## config.mk

```make
export PLATFORM = sky130hd
export DESIGN_NAME = execute_memory_register
export DESIGN_NICKNAME = d
export VERILOG_FILES = /design/src/rtl/execute_memory_register.sv
export SDC_FILE = /design/constraint.sdc
export NUM_CORES = 1
export LEC_CHECK = 0
export CORE_UTILIZATION = 25
export DETAILED_ROUTE_END_ITERATION = 16
export GPL_TIMING_DRIVEN = 0
export SYNTH_ARGS = -nofsm -noshare
export SYNTH_HDL_FRONTEND = slang
export SYNTH_SLANG_ARGS = --single-unit
export TNS_END_PERCENT = 100
```

## constraint.sdc

```tcl
create_clock -name clk -period 1.4 [get_ports clk]
set_clock_uncertainty 0.15 [all_clocks]
set_input_delay 0.42 -clock clk [delete_from_list [all_inputs] [get_ports clk]]
set_output_delay 0.42 -clock clk [all_outputs]
set_load 0.01 [all_outputs]
```

## src/rtl/execute_memory_register.sv

```systemverilog
// execute_memory_register: EX/MEM pipeline register with stall, flush and sync reset
module execute_memory_register #(
    parameter int DATA_WIDTH = 16
) (
    input  logic                  clk,
    input  logic                  rst,
    input  logic                  en,
    input  logic                  flush,
    input  logic                  wbs_in,
    input  logic                  wme_in,
    input  logic                  mm_in,
    input  logic                  wm_in,
    input  logic                  ni_in,
    input  logic [DATA_WIDTH-1:0] ALUresult_in,
    input  logic [DATA_WIDTH-1:0] memData_in,
    output logic                  wbs_out,
    output logic                  wme_out,
    output logic                  mm_out,
    output logic                  wm_out,
    output logic                  ni_out,
    output logic [DATA_WIDTH-1:0] ALUresult_out,
    output logic [DATA_WIDTH-1:0] memData_out
);
    localparam int W = 5 + 2 * DATA_WIDTH;
    logic [W-1:0] stage_d, stage_q;
    always_comb begin
        stage_d = (rst || flush) ? '0
                : en ? {wbs_in, wme_in, mm_in, wm_in, ni_in, ALUresult_in, memData_in}
                : stage_q;
    end
    always_ff @(posedge clk) begin
        stage_q <= stage_d;
    end
    assign {wbs_out, wme_out, mm_out, wm_out, ni_out, ALUresult_out, memData_out} = stage_q;
endmodule

```

==> impl_metrics.csv, run 1 <==
group,metric,value,unit
detailed_routing,route.detailed.drc,0,
clock_network,cts.clk_slew.worst_paths,70,ps
global_route,grt_util_all_layers,0.112,
run,drv_cap,0,
setup_path,required,1460,ps
synthesis,syn_avg_cell_area,11.2,um2
clock_network,clk_latency,270,ps
placement,place_hpwl,2290,um
pwr,power_leakage,1.05,nW
final_layout,instances_no_fill,277,
setup_path,worst_ep_arrival_time,1430,ps
global_route,antenna_found_initial,0,
timing,rsz0062_at_grt,"yes",
timing,fin_crit_sh,0.978,
placement,gp_congestion,0.666,
final_layout,regMostFlops,"stage_q",
floorplanning,pin_count,78,
synthesis,syn-num-nets,161,
synthesis,syn_inst,120,
global_route,grt_pass1_vias,1078,
clock_network,cts_buffers,5,
setup_path,critical_path_peak_fanout,6,
synthesis,synth-seq-cells,37,
pwr,power_density,981,nW/um2
setup_path,worstSetupEndpointType,"register",
timing,min_period,1370,ps
floorplanning,die_area,5680,um2
setup_path,worstSetupPathType,"in -> reg",
final_layout,drive_above_1_share,0.338,
final_layout,utilization,0.422,
synthesis,synthTopCellsByArea,"dfxtp_1 (55%), mux2i_1 (28%), nor2_1 (10%), buf_6 (6.7%), or2_1 (0.46%)",
synthesis,synthDistinctLibCells,5,
clock_network,cts_root_buf,"clkbuf_8",
outcome,status,"finished clean",
timing,hold_violations,0,
clock_network,cts_max_path_buffers,2,
final_layout,largest_register_ffs,37,
clock_network,clkSinkCount,37,
global_route,overflow,0,
detailed_routing,wirelength,3280,um
floorplanning,rows,26,
synthesis,syn_area,1350,um2
synthesis,netlist.area_leader.share,0.550,
detailed_routing,wl_per_cell,11.9,um
floorplanning,fp.dieW,75.4,um
final_layout,syn_to_final_growth,61.1,%
timing,relSlewSlack,0.815,
pwr,ir_drop,0.445,mV
clock_network,cts_tree,"built",
timing,finalSetupViolCount,0,
worst_hold_path,worstHoldPathType,"in -> reg",
synthesis,synth_top_cell_by_area,"dfxtp_1",
synthesis,yosys_warnings,0,
global_route,grt_pass1_wl,4760,um
global_route,grt_max_degree,11,
placement,placed_cells,266,
timing,timing.fmax,0.731,GHz
clock_network,cts_hold_buf,0,
detailed_routing,ant_nets,0,
detailed_routing,vias,1124,
setup_path,critPathLaunchType,"input port",
timing,tightest_slew,270,ps
timing,maxSlewViolCount,0,
detailed_routing,vias_per_cell,4.06,
clock_network,h-tree-depth,2,
floorplanning,dieHeight,75.4,um
synthesis,ys_seq_area_frac,0.550,
floorplanning,fp.coreArea,5140,um2
final_layout,reg.largest.list,"stage_q: 37 flops",
detailed_routing,drtIter0Drc,21,
final_layout,fin_nets,247,
placement,io_buffers,76,
floorplanning,start_util,0.262,
detailed_routing,firstDrtPassIters,2,
final_layout,diodes,0,
==> cells in the mapped netlist <==
master,instances
nor2_1,37
dfxtp_1,37
or2_1,1
mux2i_1,37
buf_6,8
==> per-stage QoR <==
stage	setup slack [ps]	hold WS [ps]	area [um2]	TNS [ps]	total power, W
global placement	-245	321	2190	-8290	0.00147
detailed placement	-265	333	2190	-8770	0.00147
finish	31.1	330	2170	0	0.00213
global route	-15.2	333	2170	-43.8	0.00225
floorplan	198	380	1350	0	0.00127
CTS	1.58	320	2120	0	0.00216
==> repair_timing <==
item                       4_1_cts  5_1_grt
setup endpoints to repair       37       12
setup buffers                    0        1
hold endpoints to repair         0        0
resized for setup              158       11
cloned                           0        2
pin swaps                        0        1
==> path summary, 6_finish.rpt <==
| path | startpoint | to | slack, ps | depth (start not counted) |
|---|---|---|---|---|
| max | flush | stage_q[15] | 30 | 5 |
| min | en | stage_q[2] | 330 | 3 |
| max reg2reg | stage_q[18] | stage_q[18] | 560 | 2 |
| min reg2reg | stage_q[21] | stage_q[21] | 330 | 2 |
==> cell type report <==
class                   count  area [um2]
well taps                  70        87.6
fillers                   563        2970
flip-flops and latches     37         757
repair buffers             79         616
clock buffers               8        80.1
plain buffers               8        97.6
multi-input cells          75         531
==> power by group <==
part | total, W | internal (W) | switching [W]
combinational | 0.000329 | 0.000205 | 0.000125
clock | 0.000694 | 0.000353 | 0.000340
sequential | 0.00110 | 0.00109 | 0.0000152
==> worst max-delay path: stages <==
cell	delay, ps
clkdlybuf4s50_1	390
or2_4	240
buf_8	140
clkbuf_16	150
nor2_2	90
==> cells by family after synthesis <==
kind of cell           synth area share
and+or+nand+nor                   0.108
DFF                               0.550
muxes                             0.275
buffers and inverters            0.0669
==> cells in the final DEF (no fill, tap or decap), drive strengths merged <==
| master | instances |
|---|---|
| buf | 47 |
| clkdlybuf4s50 | 38 |
| dlymetal6s2s | 1 |
| mux2i | 37 |
| or2 | 1 |
| nor2 | 37 |
| dfxtp | 37 |
| clkbuf | 9 |
==> metal layers <==
| metal | track usage | share of wire | wire (um) | vias to the layer above |
|---|---|---|---|---|
| met1 | 0.129 | 0.43 | 1430 | 505 |
| met4 | 0.0247 | 0.0043 | 14 | 0 |
| met5 | 0 | 0 | 0 | - |
| li1 | - | - | - | 563 |
| met2 | 0.185 | 0.45 | 1480 | 54 |
| met3 | 0.0608 | 0.11 | 358 | 2 |
(Power assumes the default switching activity.)
==> inputs of run 2 (changes only) <==
CTS_BUF_LIST = sky130_fd_sc_hd__clkbuf_8 sky130_fd_sc_hd__clkbuf_16   (was unset)
REMOVE_ABC_BUFFERS = 1   (was unset)
SLEW_MARGIN = 10   (was unset)
==> impl_metrics.csv, run 2 (same netlist as run 1, synthesis figures left out) <==
group,metric,value,unit
placement,placed_cells,260,
floorplanning,die_area,5680,um2
clock_network,clk_latency,270,ps
placement,gp_congestion,0.619,
detailed_routing,vias_per_cell,4.09,
floorplanning,pin_count,78,
pwr,power,0.00207,W
timing,hold_violations,0,
placement,io_buffers,77,
final_layout,reg.largest.list,"stage_q: 37 flops",
clock_network,cts_tree,"built",
final_layout,layout_commonest_cell,"clkdlybuf4s50_1",
floorplanning,rows,26,
timing,rsz0062_at_grt,"no",
setup_path,critPathLaunchType,"input port",
timing,fin_crit_sh,0.955,
final_layout,regArea,756,um2
pwr,ir_drop,0.381,mV
global_route,grt_util_all_layers,0.102,
clock_network,cts_max_path_buffers,2,
detailed_routing,wirelength,3150,um
timing,timing.fmax,0.748,GHz
setup_path,critical_path_peak_fanout,19,
floorplanning,fp.coreArea,5140,um2
floorplanning,dieHeight,75.4,um
final_layout,instances_no_fill,269,
detailed_routing,route.detailed.drc,0,
timing,tightest_slew,366,ps
run,drv_cap,0,
detailed_routing,wl_per_cell,11.7,um
detailed_routing,vias,1099,
clock_network,clkSinkCount,37,
timing,whs,331,ps
final_layout,regMostFlops,"stage_q",
final_layout,drive_above_1_share,0.291,
detailed_routing,drtIter0Drc,20,
final_layout,diodes,0,
setup_path,required,1460,ps
global_route,antenna_found_initial,0,
clock_network,cts_root_buf,"clkbuf_8",
detailed_routing,firstDrtPassIters,4,
pwr,power_leakage,0.998,nW
final_layout,fill_cells,565,
final_layout,syn_to_final_growth,53.1,%
global_route,grt_pass1_wl,4270,um
final_layout,multi_input_area,527,um2
outcome,status,"finished clean",
global_route,grt_max_degree,38,
timing,min_period,1340,ps
timing,finalSetupViolCount,0,
clock_network,h-tree-depth,2,
final_layout,layout_common_cells,"clkdlybuf4s50_1 (39), mux2i_1 (37), nor2_1 (37), buf_2 (37), dfxtp_1 (25)",
timing,maxSlewViolCount,0,
floorplanning,start_util,0.262,
final_layout,fin_nets,239,
placement,place_hpwl,2080,um
timing,relSlewSlack,0.756,
clock_network,cts_buffers,5,
floorplanning,fp.dieW,75.4,um
global_route,overflow,0,
setup_path,worst_ep_arrival_time,1400,ps
timing,fin_ws,63.4,ps
final_layout,largest_register_ffs,37,
pwr,power_density,1010,nW/um2
worst_hold_path,worstHoldPathType,"reg -> reg",
placement,pre_cts_ws,-530,ps
detailed_routing,ant_nets,0,
clock_network,cts.clk_slew.worst_paths,70,ps
setup_path,worstSetupPathType,"in -> reg",
setup_path,worstSetupEndpointType,"register",
clock_network,cts_hold_buf,0,
global_route,grt_pass1_vias,969,
==> run 2: area by class of cell <==
cell class / count / area share
tap: 70 / 0.0425
sequential: 37 / 0.367
timing repair buffer: 78 / 0.296
multi-input combinational: 76 / 0.256
clock inverter: 3 / 0.00546
clock buffer: 5 / 0.0334
==> run 2: final timing paths <==
kind              cells after the start        start     endpoint  slack, ps
setup / recovery                      3          rst  stage_q[25]         60
hold reg to reg                       2  stage_q[28]  stage_q[28]        330
setup reg to reg                      2  stage_q[25]  stage_q[25]        630
hold / removal                        2  stage_q[28]  stage_q[28]        330
==> run 2: metrics by stage <==
| step | instance area [um2] | TNS [ps] | utilization |
|---|---|---|---|
| after detailed placement | 2140 | -19430 | 0.416 |
| after CTS | 2060 | 0 | 0.400 |
| after global placement | 2110 | -66150 | 0.411 |
| after global routing | 2060 | 0 | 0.401 |
| final | 2060 | 0 | 0.401 |
| after floorplan | 1260 | -1700 | - |
==> run 2: layer usage <==
metal | global-route usage | wire length [um]
met4 | 0.0432 | 40
met3 | 0.0450 | 266
met5 | 0 | 0
met2 | 0.163 | 1420
met1 | 0.119 | 1420
==> run 2: what timing repair did <==
| item | in CTS | in global routing |
|---|---|---|
| cloned | 0 | 1 |
| setup endpoints to repair | 74 | 38 |
| pin swaps | 0 | 1 |
| setup buffers | 0 | 0 |
| gates resized for setup | 161 | 2 |
==> run 2: critical path, cell delays in order <==
cell and delay, ps:
clkdlybuf4s50_1 460, or2_4 370, nor2_1 140
==> run 2: where the power goes <==
part | internal [W] | total [W] | switching (W)
combinational | 0.000183 | 0.000300 | 0.000117
sequential | 0.00109 | 0.00110 | 0.0000147
clock | 0.000331 | 0.000669 | 0.000338
total | 0.00160 | 0.00207 | 0.000470
